===== src/rtl/clkmon_pkg.sv =====
// ============================================================================
// Module : clkmon_pkg
// Brief  : Shared FSM state type, nominal timing constants and tolerance helper
// Rev    : 1.0
// ============================================================================
`default_nettype none

package clkmon_pkg;

    typedef enum logic [1:0] {
        ACQ   = 2'd0,
        TRACK = 2'd1,
        LOCK  = 2'd2
    } state_e;

    localparam int unsigned PERIOD2_NOM = 10000;
    localparam int unsigned HALF_EXP    = PERIOD2_NOM / 2;

    // Unsigned distance test; operands are zero-extended by the caller.
    function automatic logic in_tol(input logic [63:0] meas,
                                    input logic [63:0] exp_v,
                                    input logic [63:0] tol);
        logic [63:0] diff;
        diff = (meas >= exp_v) ? (meas - exp_v) : (exp_v - meas);
        return (diff <= tol);
    endfunction

endpackage

`default_nettype wire


===== src/rtl/sync_2ff.sv =====
// ============================================================================
// Module : sync_2ff
// Brief  : 1-bit two-flop synchroniser, asynchronous active-low reset
// Rev    : 1.0
// ============================================================================
`default_nettype none

module sync_2ff (
    input  logic clk_i,
    input  logic rst_ni,
    input  logic d_i,
    output logic q_o
);

    logic meta_q;
    logic sync_q;

    always_ff @(posedge clk_i or negedge rst_ni) begin
        if (!rst_ni) begin
            meta_q <= 1'b0;
            sync_q <= 1'b0;
        end else begin
            meta_q <= d_i;
            sync_q <= meta_q;
        end
    end

    assign q_o = sync_q;

endmodule

`default_nettype wire


===== src/rtl/clk_div_monitor.sv =====
// ============================================================================
// Module : clk_div_monitor
// Brief  : Samples a divided clock, strobes its edges, measures half-periods
//          and reports lock / sticky error status.
// Rev    : 1.0
// ============================================================================
`default_nettype none

module clk_div_monitor
    import clkmon_pkg::*;
#(
    parameter int unsigned PERIOD2  = 2 * HALF_EXP,
    parameter int unsigned TOL      = 2,
    parameter int unsigned LOCK_CNT = 4,
    parameter int unsigned CNT_W    = 25
) (
    input  logic             clk_in1,
    input  logic             rst_n,
    input  logic             clk_mon,
    input  logic             clr_err,
    output logic             rise_pulse,
    output logic             fall_pulse,
    output logic             meas_valid,
    output logic [CNT_W-1:0] half_cnt,
    output logic             locked,
    output logic             err
);

    localparam int unsigned      HALF_P    = PERIOD2 / 2;
    localparam int unsigned      RUN_W     = $clog2(LOCK_CNT + 1);
    localparam logic [CNT_W-1:0] CNT_MAX   = '1;
    localparam logic [CNT_W:0]   TIMEOUT_V = (CNT_W + 1)'(PERIOD2);
    localparam logic [RUN_W-1:0] RUN_FULL  = RUN_W'(LOCK_CNT);

    generate
        if (64'(PERIOD2) >= (64'd1 << CNT_W)) begin : g_chk_width
            $error("clk_div_monitor: PERIOD2 does not fit in CNT_W bits");
        end
        if ((PERIOD2 < 4) || (PERIOD2 % 2 != 0)) begin : g_chk_period
            $error("clk_div_monitor: PERIOD2 must be even and at least 4");
        end
        if (LOCK_CNT < 1) begin : g_chk_lock
            $error("clk_div_monitor: LOCK_CNT must be at least 1");
        end
    endgenerate

    logic             mon_sync;
    logic             prev_q;
    logic             edge_det;
    state_e           state_q,  state_d;
    logic [CNT_W-1:0] cnt_q,    cnt_d;
    logic [RUN_W-1:0] run_q,    run_d;
    logic [CNT_W-1:0] half_q,   half_d;
    logic             rise_q,   rise_d;
    logic             fall_q,   fall_d;
    logic             mv_q,     mv_d;
    logic             locked_q, locked_d;
    logic             err_q,    err_d;
    logic [CNT_W:0]   meas;
    logic             good;
    logic             timeout;
    logic             set_err;

    sync_2ff u_sync (
        .clk_i  (clk_in1),
        .rst_ni (rst_n),
        .d_i    (clk_mon),
        .q_o    (mon_sync)
    );

    assign edge_det = mon_sync ^ prev_q;
    // One extra bit keeps cnt+1 exact even when cnt sits at its ceiling.
    assign meas     = {1'b0, cnt_q} + (CNT_W + 1)'(1);
    assign good     = in_tol(64'(meas), 64'(HALF_P), 64'(TOL));
    assign timeout  = !edge_det && (state_q != ACQ) && (meas == TIMEOUT_V);

    always_comb begin
        state_d  = state_q;
        cnt_d    = (cnt_q == CNT_MAX) ? cnt_q : cnt_q + CNT_W'(1);
        run_d    = run_q;
        half_d   = half_q;
        rise_d   = edge_det & mon_sync;
        fall_d   = edge_det & ~mon_sync;
        mv_d     = 1'b0;
        locked_d = locked_q;
        set_err  = 1'b0;

        if (edge_det) begin
            cnt_d = '0;
            if (state_q == ACQ) begin
                // The first edge closes a partial half-period; only restart timing.
                state_d = TRACK;
            end else begin
                mv_d   = 1'b1;
                half_d = meas[CNT_W-1:0];
                if (good) begin
                    if (run_q != RUN_FULL) begin
                        run_d = run_q + RUN_W'(1);
                    end
                    if (run_d == RUN_FULL) begin
                        state_d  = LOCK;
                        locked_d = 1'b1;
                    end
                end else begin
                    set_err  = 1'b1;
                    run_d    = '0;
                    locked_d = 1'b0;
                    state_d  = TRACK;
                end
            end
        end else if (timeout) begin
            set_err  = 1'b1;
            run_d    = '0;
            locked_d = 1'b0;
            state_d  = ACQ;
        end

        err_d = err_q;
        if (clr_err) begin
            err_d = 1'b0;
        end
        if (set_err) begin
            err_d = 1'b1;
        end
    end

    always_ff @(posedge clk_in1 or negedge rst_n) begin
        if (!rst_n) begin
            prev_q   <= 1'b0;
            state_q  <= ACQ;
            cnt_q    <= '0;
            run_q    <= '0;
            half_q   <= '0;
            rise_q   <= 1'b0;
            fall_q   <= 1'b0;
            mv_q     <= 1'b0;
            locked_q <= 1'b0;
            err_q    <= 1'b0;
        end else begin
            prev_q   <= mon_sync;
            state_q  <= state_d;
            cnt_q    <= cnt_d;
            run_q    <= run_d;
            half_q   <= half_d;
            rise_q   <= rise_d;
            fall_q   <= fall_d;
            mv_q     <= mv_d;
            locked_q <= locked_d;
            err_q    <= err_d;
        end
    end

    assign rise_pulse = rise_q;
    assign fall_pulse = fall_q;
    assign meas_valid = mv_q;
    assign half_cnt   = half_q;
    assign locked     = locked_q;
    assign err        = err_q;

endmodule

`default_nettype wire

===== config.mk =====
export PLATFORM = sky130hd
export DESIGN_NAME = clk_div_monitor
export DESIGN_NICKNAME = d
export VERILOG_FILES = /design/src/rtl/clkmon_pkg.sv /design/src/rtl/sync_2ff.sv /design/src/rtl/clk_div_monitor.sv
export SDC_FILE = /design/constraint.sdc
export NUM_CORES = 1
export LEC_CHECK = 0
export ABC_CLOCK_PERIOD_IN_PS = 5350
export CORE_MARGIN = 4
export CORE_UTILIZATION = 25
export DETAILED_ROUTE_END_ITERATION = 16
export GPL_ROUTABILITY_DRIVEN = 0
export HOLD_SLACK_MARGIN = 0.12
export PLACE_DENSITY = 0.46
export RECOVER_POWER = 25
export SYNTH_ARGS = -nofsm -noshare
export SYNTH_HDL_FRONTEND = slang
export SYNTH_SLANG_ARGS = --single-unit

===== constraint.sdc =====
create_clock -name clk_in1 -period 5.35 [get_ports clk_in1]
set_input_delay 1.07 -clock clk_in1 [delete_from_list [all_inputs] [get_ports clk_in1]]
set_output_delay 1.07 -clock clk_in1 [all_outputs]
set_load 0.01 [all_outputs]

# After elaboration in Yosys (flattened, before gate mapping)
# Cells that the tools add are included.
# totals
register_bits	63
word_cells	72
out_inout_bits	30
# classes
bitwise_logic	5
n_reduce_logical	11
n_eq_ne	8
n_addsub	5
n_lt_le_gt_ge	2
n_mux	29
# op_table
cell	n
$le A64 B2 Y1 const B	1
$mux W64	1
$mux W25	2
$sub A13 B26 Y27 const A	1
$sub A26 B13 Y27 const B	1
$add A25 B1 Y26 const B	1
$eq A26 B14 Y1 const B	1
$ge A26 B13 Y1 const B	1
$add A25 B1 Y25 const B	1
$eq A25 B25 Y1 const B	1
$mux W3	8
$mux W1	13
$mux W2	5
$reduce_and A2 Y1	3
$reduce_bool A2 Y1	3
$ne A2 B2 Y1 const B	2
$ne A4 B2 Y1 const B	1
$add A3 B1 Y3 const B	1
$eq A3 B3 Y1 const B	1
$ne A3 B2 Y1 const B	1
$ne A3 B3 Y1 const B	1
$reduce_and A3 Y1	1
$and A1 B1 Y1	2
$logic_and A1 B1 Y1	2
4 further kinds	5

# Logic depth before layout (Yosys ltp)
# depth
ltp_word	12
depth_mapped	16

# By module
# A second synthesis with hierarchy kept.
# unflattened
hier_cells	501
hier_area_um2	4374.2
# by_module_without_submodules
mod	n_inst	area_per_inst_um2	cells_each	seq_area_each_um2
clk_div_monitor	1	4324.1	499	1526.5
sync_2ff	1	50.0	2	50.0

# Least setup slack after synthesis
# No wires, ideal clock.
# synth_path
path_type	register to register
from	reg cnt_q[0]
to	reg err_q (netlist: err)
stages_incl_launch_ff	16
period_less_slack_ns	3.747
arrival_ns	3.606
setup_time_ns	0.141
path_slack_ns	1.603
path_buffers	2
cell_sequence	dfrtp_1 ha_1 buf_2 nand3_1 xor2_1 ha_1 a21boi_0 o32a_1 buf_4 nor2b_1 a31oi_1 o221ai_1 o2111ai_1 a2111oi_4 and3_1 o211ai_1
# synth_between
elab_chain_len	8
word_cells_on_any_way	14
cone_classes	add/sub: 3; order compare: 2; eq/ne: 1; mux: 6; reduce/logical: 2
# synth_rtl
item	line_no	rtl
from (decl)	clk_div_monitor.sv:51	logic [CNT_W-1:0] cnt_q, cnt_d;
from (signal assigned)	clk_div_monitor.sv:142	cnt_q <= cnt_d;
$add A25 B1 Y26 *	clk_div_monitor.sv:73	assign meas = {1'b0, cnt_q} + (CNT_W + 1)'(1);
$sub A13 B26 Y27, or another cell as far along	clkmon_pkg.sv:24	diff = (meas >= exp_v) ? (meas - exp_v) : (exp_v - meas);
$mux W64	clkmon_pkg.sv:24	
$le A64 B2 Y1	clkmon_pkg.sv:25	return (diff <= tol);
$mux W1	clk_div_monitor.sv:96	if (good) begin
$mux W1	clk_div_monitor.sv:90	if (state_q == ACQ) begin
$mux W1 *	clk_div_monitor.sv:88	if (edge_det) begin
$mux W1 or $reduce_bool A2 Y1 (tied branches)	n/a	
to (signal assigned)	clk_div_monitor.sv:149	err_q <= err_d;
to (decl)	clk_div_monitor.sv:58	logic err_q, err_d;
# Mark *: on every way between the ends. The rest lies on a longest branch, timed or not.
# A chain may end at the register's enable or synchronous reset.

# Final worst setup path
# Ends and elaborated chain as after synthesis.

==> flow_metrics.tcl <==
set metrics [dict create \
    status "finished, violations left" \
    violations "max-capacitance violations, max-slew violations" \
    dr.first_iter.drc_count 452 \
    clockBufferDepth 2 \
    crit_required_ns 5.52 \
    synth_top_family_by_area "simple AND/OR/NAND/NOR gates" \
    drive_gt1_share_pct 10.49 \
    fmax_ghz 0.2134 \
    rrSetupSlack_ns 0.66 \
    synth_xor_area_share_pct 4.839 \
    clock_latency_ns 0.33 \
    cpPeakStageDelay_ns 0.56 \
    synthAdderAreaFrac_pct 2.592 \
    detail_route.vias_per_cell 5.387 \
    final-max-slew-violation-count 64 \
    synth_compound_gate_area_share_pct 23.59 \
    grt-busiest-layer "met2" \
    rsz0062_at_grt "false" \
    drtPass1Iterations 5 \
    synth_edf_count 0 \
    synth_seq_cells 63 \
    crit_fanout 11 \
    pre_cts_slack_ns 0.7276 \
    fin_nets 542 \
    path_buf_inv 0 \
    cts_sinks 63 \
    die_y_microns 139.8 \
    path_cells "ha_1 > nand3_1 > xor2_1 > ha_1 > a21boi_0 > o32a_1 > nor2b_1 > a31oi_1 > a211oi_2 > o2111ai_1 > a2111oi_4 > and3_1 > o211ai_1" \
    slew_headroom_pct -133.6 \
    vias 4062 \
    switching_share_pct 26.13 \
    coreArea_sq_mm 0.01682 \
    cap_violations 1 \
    antennaDiodeCount 0 \
    track_usage_pct 13.83 \
    min_period_ns 4.686 \
    portBuffers 33 \
    synthFlopType "dfrtp_1" \
    critPathTopFamily "compound AO/OA/AOI/OAI gates" \
    synthToLayoutAreaGrowth_pct 20.25 \
    routedWlPerCell_microns 17.98 \
    final_cell_mix "dfrtp_1 (63), nand2_1 (49), o21ai_0 (38), a21oi_1 (38), clkdlybuf4s50_1 (31)" \
    cts_made_buffers 9 \
    cts_tree "yes" \
    p_total_mw 1.209 \
    peakVddDrop_v 0.0001529 \
    cts-hold-fix-buffers 0 \
    p_switching_mw 0.3160 \
    synth_cell_types 73 \
    antenna_found_initial 0 \
    holdPathStages 0 \
    cellPowerDensity_mw_per_mm2 231.5 \
    path_depth 13 \
    rows 47 \
    fin_crit_sh_pct 87.59 \
    async_reset_ff_share_pct 100.0 \
    start_util_pct 25.83 \
    synth_nets 512 \
    ff2ff_path_depth 13 \
    synth_mux_area_share_pct 0.6912 \
    power.internal_mw 0.8934 \
    fp.dieW_microns 139.8 \
    gr-usage-met3_pct 2.710 \
    setup_slack_ns 0.6640 \
    grt-ovfl-total 0 \
    drc 0 \
    worst_pin_slew_ns 3.505 \
    crit_slowest_cell "nor2b_1" \
    path_common_cell "ha_1" \
    pwr-share-comb_pct 10.5 \
    avgSynthCellArea_sq_um 8.706 \
    min_path_type "flop to flop" \
    endpoint_kind "flop" \
    whs_ns 0.3506 \
    clock_power_share_pct 48.2 \
    cts_setup_buffers 0 \
    met1_usage_pct 19.60 \
    hold_violations 0 \
    dp_hpwl_microns 9897 \
    setup-violations-final 0 \
    grt_pass1_vias 3888 \
    htreeDepth 3 \
    startpoint_type "flop" \
    finalSetupTns_ns 0 \
    ys_warn_count 0 \
    layout_commonest_cell "dfrtp_1" \
    finClkSkew_ns 0.005752 \
    grt_max_degree 64 \
    synth_cells 499 \
    ant_nets 0 \
    ios 34 \
    clockRootBuffer "clkbuf_16" \
    leakage_nw 2.046 \
    crit_type "flop to flop" \
    met2_usage_pct 21.63 \
    synthesis.area_sq_mm 0.004344 \
    clkTransAtPathRegs_ns 0.06 \
    grt_first_pass_wirelength_microns 21880 \
    die_area_sq_mm 0.01955 \
    routed_wl_microns 13550 \
    cts_resized 0 \
    power_frac_seq_pct 41.3 \
    worstPathArrival_ns 4.85 \
    ys_seq_area_share_pct 36.29 \
    synthSimpleGateAreaFrac_pct 26.99 \
]
worst register-to-register path: cells and delay by family (launching register included):
family,cells,cell delay (ns)
XOR/XNOR,1,0.22
flip-flops,1,0.35
AND/OR/NAND/NOR,3,0.97
AO/OA/AOI/OAI,7,2.26
adder cells (fa/ha/maj),2,0.73
stage by stage:
stage          std cells  utilization (%)  cell area (sq um)
2_1_floorplan        499                -               4344
3_3_place_gp         738            29.36               4937
3_5_place_dp         738            29.36               4937
4_1_cts              754            31.08               5228
5_1_grt              754            31.06               5224
6_report             754            31.06               5224
per-layer routing:
layer / vias to the layer above / part of all wire, % / wire length, microns
li1: 1956 / - / -
met5: - / 0 / 0
met4: 0 / 1.2 / 162
met1: 1977 / 48 / 6467
met3: 17 / 4.9 / 670
met2: 112 / 46 / 6254
flip-flops by register name, summed over array words and instances (netlist names):
name,flops
cnt_q,25
err,1
fall_pulse,1
half_cnt,25
locked,1
meas_valid,1
prev_q,1
rise_pulse,1
run_q,3
state_q,2
u_sync.meta_q,1
u_sync.q_o,1
cell type report:
class	count	area [sq um]
multi-input cells	388	2561
inverters	15	56.30
well taps	220	275.3
repair buffers	52	464.2
flip-flops and latches	63	1577
clock inverters	6	61.31
fillers	1821	11590
clock buffers	10	229.0
path summary, 6_finish.rpt:
check                                        start                     to
max                           cnt_q[0]$_DFFE_PN0P_        err$_DFFE_PN0P_
min                        u_sync.meta_q$_DFF_PN0_   u_sync.q_o$_DFF_PN0_
max reg2reg                   cnt_q[0]$_DFFE_PN0P_        err$_DFFE_PN0P_
min reg2reg                u_sync.meta_q$_DFF_PN0_   u_sync.q_o$_DFF_PN0_
max in group asynchronous                    rst_n  cnt_q[21]$_DFFE_PN0P_
min in group asynchronous                    rst_n   rise_pulse$_DFF_PN0_
synthesized netlist by cell type, types with 8 or more instances:
cell	count	area (sq um)
nor4_1	10	62.56
nand4_1	16	100.1
clkbuf_1	16	60.06
and2_1	8	50.05
o21ai_0	38	190.2
xnor2_1	14	122.6
buf_2	12	60.06
a21oi_1	38	190.2
nand2_1	49	183.9
nand3_1	19	95.09
a31oi_1	9	56.30
xor2_1	10	87.58
inv_1	15	56.30
nor2_1	22	82.58
and4_1	8	70.07
ha_1	9	112.6
nor3_1	10	50.05
dfrtp_1	63	1577
or3_1	11	68.82
power by group through the flow:
stage	logic, mW	clock network (mW)	registers (mW)
floorplan	0.0663	0	0.512
global placement	0.128	0	0.508
detailed placement	0.128	0	0.508
CTS	0.128	0.600	0.500
global route	0.139	0.618	0.501
finish	0.127	0.583	0.500
cell families after synthesis:
| family | count (synthesis) |
|---|---|
| AOI/OAI and AO/OA | 155 |
| muxes | 3 |
| xor gates and xnor gates | 24 |
| and+or+nand+nor | 197 |
| adders and majority gates | 9 |
| buffers and inverters | 48 |
| DFF | 63 |
Power figures use the tool's default switching activity.
